===== src/rtl/mul_seq_pkg.sv =====
// Shared definitions for the mul_seq sequential shift-add multiplier:
// FSM state encoding and the iteration-counter width helper.
package mul_seq_pkg;

  typedef enum logic [1:0] {
    IDLE = 2'd0,
    RUN  = 2'd1,
    DONE = 2'd2
  } state_t;

  function automatic int clog2(input int value);
    int r;
    r = 0;
    for (int i = 0; i < 32; i++) begin
      if ((1 << r) < value) r++;
    end
    return r;
  endfunction

  // The counter must be able to hold every value 0..m.
  function automatic int cnt_width(input int m);
    return (clog2(m + 1) < 1) ? 1 : clog2(m + 1);
  endfunction

endpackage


===== src/rtl/mul_seq_add.sv =====
// W-bit ripple adder with carry-in; the single accumulate adder reused by
// mul_seq on every iteration.
module mul_seq_add #(
  parameter int W = 9
) (
  input  logic [W-1:0] a,
  input  logic [W-1:0] b,
  input  logic         ci,
  output logic [W-1:0] s
);

  assign s = a + b + W'(ci);

endmodule


===== src/rtl/mul_seq.sv =====
// Sequential radix-2 shift-add multiplier: M data-independent iterations,
// one shared adder. Define MUL_SEQ_SIGNED_EN for two's-complement operands.
module mul_seq
  import mul_seq_pkg::*;
#(
  parameter int N = 8,
  parameter int M = N
) (
  input  logic             clk,
  input  logic             rst,
  input  logic             start,
  input  logic [N-1:0]     A,
  input  logic [M-1:0]     B,
  output logic             busy,
  output logic             done,
  output logic [N+M-1:0]   O
);

  localparam int CW = cnt_width(M);
  localparam logic [CW-1:0] LAST = CW'(M - 1);

  state_t        state, state_nxt;
  logic [N-1:0]  mcand;
  logic [M-1:0]  mplr;
  logic [N:0]    acc;
  logic [CW-1:0] cnt;

  logic          last;
  logic [N:0]    operand;
  logic          ci;
  logic          fill;
  logic [N:0]    sum;
  logic [N+M:0]  pair_shift;

  assign last = (cnt == LAST);

  // Operand selection for the accumulate step. The signed build treats the
  // multiplier MSB as negative weight, so the last partial product subtracts.
  always_comb begin
    // NOTE: every always_comb output gets a default first so no path can
    // leave it unassigned and infer a latch.
    operand = '0;
    ci      = 1'b0;
`ifdef MUL_SEQ_SIGNED_EN
    if (mplr[0]) begin
      if (last) begin
        operand = ~{mcand[N-1], mcand};
        ci      = 1'b1;
      end else begin
        operand = {mcand[N-1], mcand};
      end
    end
`else
    if (mplr[0]) operand = {1'b0, mcand};
`endif
  end

  mul_seq_add #(.W(N + 1)) u_add (
    .a  (acc),
    .b  (operand),
    .ci (ci),
    .s  (sum)
  );

`ifdef MUL_SEQ_SIGNED_EN
  assign fill = sum[N];
`else
  assign fill = 1'b0;
`endif

  // {acc, mplr} after the one-bit right shift, as a single N+M+1 bit word.
  assign pair_shift = {fill, sum, mplr[M-1:0]} >> 1 | ({fill, {(N+M){1'b0}}});

  always_ff @(posedge clk) begin
    // NOTE: sequential state uses non-blocking assignments so every register
    // samples pre-edge values regardless of statement order.
    if (rst) state <= IDLE;
    else     state <= state_nxt;
  end

  always_comb begin
    state_nxt = state;
    busy      = 1'b0;
    done      = 1'b0;
    unique case (state)
      IDLE: if (start) state_nxt = RUN;
      RUN: begin
        busy = 1'b1;
        if (last) state_nxt = DONE;
      end
      DONE: begin
        busy      = 1'b1;
        done      = 1'b1;
        state_nxt = IDLE;
      end
      default: state_nxt = IDLE;
    endcase
  end

  always_ff @(posedge clk) begin
    if (rst) begin
      mcand <= '0;
      mplr  <= '0;
      acc   <= '0;
      cnt   <= '0;
      O     <= '0;
    end else begin
      case (state)
        IDLE: begin
          if (start) begin
            mcand <= A;
            mplr  <= B;
            acc   <= '0;
            cnt   <= '0;
          end
        end
        RUN: begin
          acc  <= pair_shift[N+M:M];
          mplr <= pair_shift[M-1:0];
          cnt  <= cnt + CW'(1);
          if (last) O <= pair_shift[N+M-1:0];
        end
        default: ;
      endcase
    end
  end

endmodule

===== config.mk =====
export PLATFORM = sky130hd
export DESIGN_NAME = mul_seq
export DESIGN_NICKNAME = d
export VERILOG_FILES = /design/src/rtl/mul_seq_pkg.sv /design/src/rtl/mul_seq_add.sv /design/src/rtl/mul_seq.sv
export SDC_FILE = /design/constraint.sdc
export NUM_CORES = 1
export LEC_CHECK = 0
export BUFFER_PORTS_ARGS = -buffer_cell sky130_fd_sc_hd__buf_2
export CAP_MARGIN = 20
export CORE_MARGIN = 4
export CORE_UTILIZATION = 50
export DETAILED_ROUTE_END_ITERATION = 8
export GPL_TIMING_DRIVEN = 1
export HOLD_SLACK_MARGIN = 0.03
export PLACE_DENSITY = 0.8
export SLEW_MARGIN = 20
export SYNTH_ARGS = -nofsm -noshare
export SYNTH_HDL_FRONTEND = slang
export SYNTH_SLANG_ARGS = --single-unit

===== constraint.sdc =====
create_clock -name clk -period 5.9 [get_ports clk]
set_input_delay 1.18 -clock clk [delete_from_list [all_inputs] [get_ports clk]]
set_output_delay 1.18 -clock clk [all_outputs]
set_load 0.03 [all_outputs]

==> impl_metrics.py <==
metrics = {
    "status": {
        "outcome": "completed",
    },
    "sta": {
        "max-slew-margin-rel_pct": 41.5,
        "layout_setup_ws_ns": 3.43,
        "worstMarginPinSlew_ns": 0.878,
        "fin_tns_setup_ns": 0,
        "finalCritPeriodShare_pct": 41.9,
        "finClkSkew_ns": 0.00668,
        "rsz0062_at_grt": "false",
        "finalSetupViolations": 0,
        "slew_viol_final": 0,
        "hold_violations": 0,
        "max_clock_freq_ghz": 0.404,
        "fin_crit_ns": 2.47,
    },
    "final_layout": {
        "fillers": 410,
        "layout.nets": 329,
        "seqCellArea_um2": 921,
        "multiInputGateArea_um2": 1260,
        "area_delta_synth_final_pct": 11.9,
        "n_antenna_cell": 0,
        "drive_gt1_share_pct": 16.8,
    },
    "power_and_ir_drop": {
        "ir_drop_mv": 0.146,
        "p_leak_nw": 1.06,
        "powerDensity_nw_per_um2": 236,
    },
    "yosys": {
        "avgSynthCellArea_um2": 8.47,
        "synthCells": 269,
        "ys_seq_elements": 46,
        "synth_nets": 301,
        "ys_types": 41,
        "ys_seq_area_share_pct": 40.4,
        "syn_area_um2": 2280,
        "yosys_warnings": 0,
    },
    "routing": {
        "wl_per_cell_um": 13.9,
        "drt_pass1_iterations": 4,
        "drtIter0Drc": 102,
        "avgViaCountPerCell": 5.63,
        "drtAntennaViolNets": 0,
        "wirelength_um": 4880,
        "drcViolationCount": 0,
        "vias": 1971,
    },
    "critical_path": {
        "critPathSlowestCell": "ha_1",
        "path_cells": "inv_1, ha_1, inv_2, or2_1, or4_1, nand3_1",
        "path_buf_inv": 2,
        "critPathLaunchType": "register",
        "crit_path_max_incr_delay_ns": 0.65,
        "critPathTopFamily": "simple AND/OR/NAND/NOR gates",
        "worst-endpoint-required_ns": 6.14,
        "crit_type": "register to register",
        "end_kind": "register",
        "arrival_ns": 2.72,
        "cp_max_fo": 20,
    },
    "die": {
        "core-area_um2": 4380,
        "start_util_pct": 52.0,
        "ios": 37,
        "die-area_um2": 5700,
        "fp.dieH_um": 75.5,
        "rows": 24,
        "die_x_um": 75.5,
    },
    "global_route": {
        "antenna_found_initial": 0,
        "grtUsageTotal_pct": 19.2,
        "grt_max_degree": 55,
        "grt_pass1_wl_um": 8450,
        "grt_pass1_vias": 1926,
        "grt_overflow_total": 0,
    },
    "clock_tree": {
        "clk_pin_slew_ns": 0.09,
        "htreeDepth": 2,
        "cts_tree": "done",
        "cts_resized": 0,
        "clock_latency_ns": 0.30,
        "cts.path.max_buffers": 2,
        "cts_root_buffer": "clkbuf_8",
        "cts_sinks": 46,
        "numCtsBuffers": 5,
        "cts_hold_buf": 0,
        "cts_setup_buffers": 0,
    },
    "placed_design": {
        "pre_cts_slack_ns": 3.35,
        "dp_hpwl_um": 3500,
        "gp_congestion": 0.812,
        "io_buffers": 36,
    },
    "min_path": {
        "holdCritPathClass": "register to register",
    },
    "run": {
        "cap_violations": 0,
    },
}
-- power breakdown --
part           switching (W)  internal (W)
clock network       0.000106     0.0000942
logic              0.0000446     0.0000277
registers         0.00000876      0.000322
total               0.000159      0.000444
-- final timing paths --
| kind | from | to | slack [ns] | depth (start not counted) |
|---|---|---|---|---|
| setup / recovery | state[1] | O[12] | 3.43 | 6 |
| hold / removal | O[15] | O[15] | 0.45 | 2 |
| hold reg to reg | O[15] | O[15] | 0.45 | 2 |
| setup reg to reg | state[1] | O[12] | 3.43 | 6 |
-- synthesized netlist by cell type --
master / count / area share, %
a2111o_1: 2 / 0.99
a211oi_1: 10 / 3.3
a21o_1: 1 / 0.33
a21oi_1: 32 / 7.0
a22oi_1: 3 / 0.99
a2bb2oi_1: 2 / 0.77
a32oi_1: 1 / 0.38
and2_1: 9 / 2.5
and3_1: 1 / 0.27
buf_2: 6 / 1.3
buf_4: 1 / 0.33
buf_6: 1 / 0.49
clkbuf_1: 8 / 1.3
dfxtp_1: 46 / 40
fa_1: 1 / 0.88
ha_1: 12 / 6.6
inv_1: 4 / 0.66
inv_2: 1 / 0.16
mux2i_1: 8 / 3.5
nand2_1: 35 / 5.8
nand2b_1: 5 / 1.4
nand3_1: 15 / 3.3
nand3b_1: 8 / 2.6
nand3b_4: 1 / 0.88
nor2_1: 21 / 3.5
nor2b_1: 1 / 0.27
nor3_1: 4 / 0.88
nor4_1: 1 / 0.27
o2111ai_1: 2 / 0.77
o211ai_1: 5 / 1.6
o21ai_0: 6 / 1.3
o21ai_2: 1 / 0.38
o21bai_1: 1 / 0.33
o311ai_0: 2 / 0.77
o31ai_1: 2 / 0.66
or2_1: 2 / 0.55
or2_2: 1 / 0.27
or2b_1: 1 / 0.33
or3_1: 2 / 0.55
or4_1: 2 / 0.66
xnor2_1: 2 / 0.77
-- tightest hold or removal path, cell delays in order (launching register included) --
cell     delay [ns]
dfxtp_1        0.31
nand2_1        0.05
a21oi_1        0.05
-- metal layers --
layer,global-route usage [%],vias to the layer above,share of wire (%)
met1,22.2,922,42
met3,4.35,5,4.7
met4,5.83,0,1.5
met5,0,-,0
li1,-,1011,-
met2,35.0,33,52
-- cell families (layout without fill, tap and decap cells) --
| group | count (synthesis) | after routing | synth area share (%) |
|---|---|---|---|
| simple gates | 109 | 109 | 23.9 |
| compound gates | 70 | 70 | 19.6 |
| flops | 46 | 46 | 40.4 |
| buf+inv | 21 | 50 | 4.28 |
| fa+ha+maj | 13 | 13 | 7.46 |
| mux | 8 | 8 | 3.51 |
| xor+xnor | 2 | 2 | 0.769 |
-- sequential cells by signal, summed over array words and instances (netlist names) --
name	cells
state	2
mplr	8
cnt	4
acc	8
O	16
mcand	8
-- cell usage in the layout (no fill, tap or decap), types with 2 or more instances in the layout --
master     netlist  routed
a2111o_1         2       2
a211oi_1        10      10
a21oi_1         32      32
a22oi_1          3       3
a2bb2oi_1        2       2
and2_1           9       9
buf_2            6      36
clkbuf_8         0       6
dfxtp_1         46      46
ha_1            12      12
inv_1            4       4
mux2i_1          8       8
nand2_1         35      35
nand2b_1         5       5
nand3_1         15      15
nand3b_1         8       8
nor2_1          21      20
nor3_1           4       4
o2111ai_1        2       2
o211ai_1         5       5
o21ai_0          6       6
o311ai_0         2       2
o31ai_1          2       2
or2_1            2       2
or3_1            2       2
or4_1            2       2
xnor2_1          2       2
-- area by class of cell --
type / count / share of cell area, %
clock buffers: 6 / 3.24
repair buffers: 37 / 7.36
flip-flops and latches: 46 / 36.1
multi-input cells: 202 / 49.5
inverters: 5 / 0.736
clock inverters: 2 / 0.490
well taps: 52 / 2.55
-- through the flow --
stage / util (%) / cell area (µm²) / instances / power [W] / hold WS, ns
floorplan: - / 2280 / 269 / 0.000391 / 0.432
global placement: 56.0 / 2450 / 342 / 0.000408 / 0.440
detailed placement: 56.0 / 2450 / 342 / 0.000410 / 0.444
CTS: 58.1 / 2550 / 350 / 0.000610 / 0.456
global route: 58.2 / 2550 / 350 / 0.000632 / 0.477
finish: 58.2 / 2550 / 350 / 0.000603 / 0.454
No activity file was read; power rests on OpenSTA's default activity.
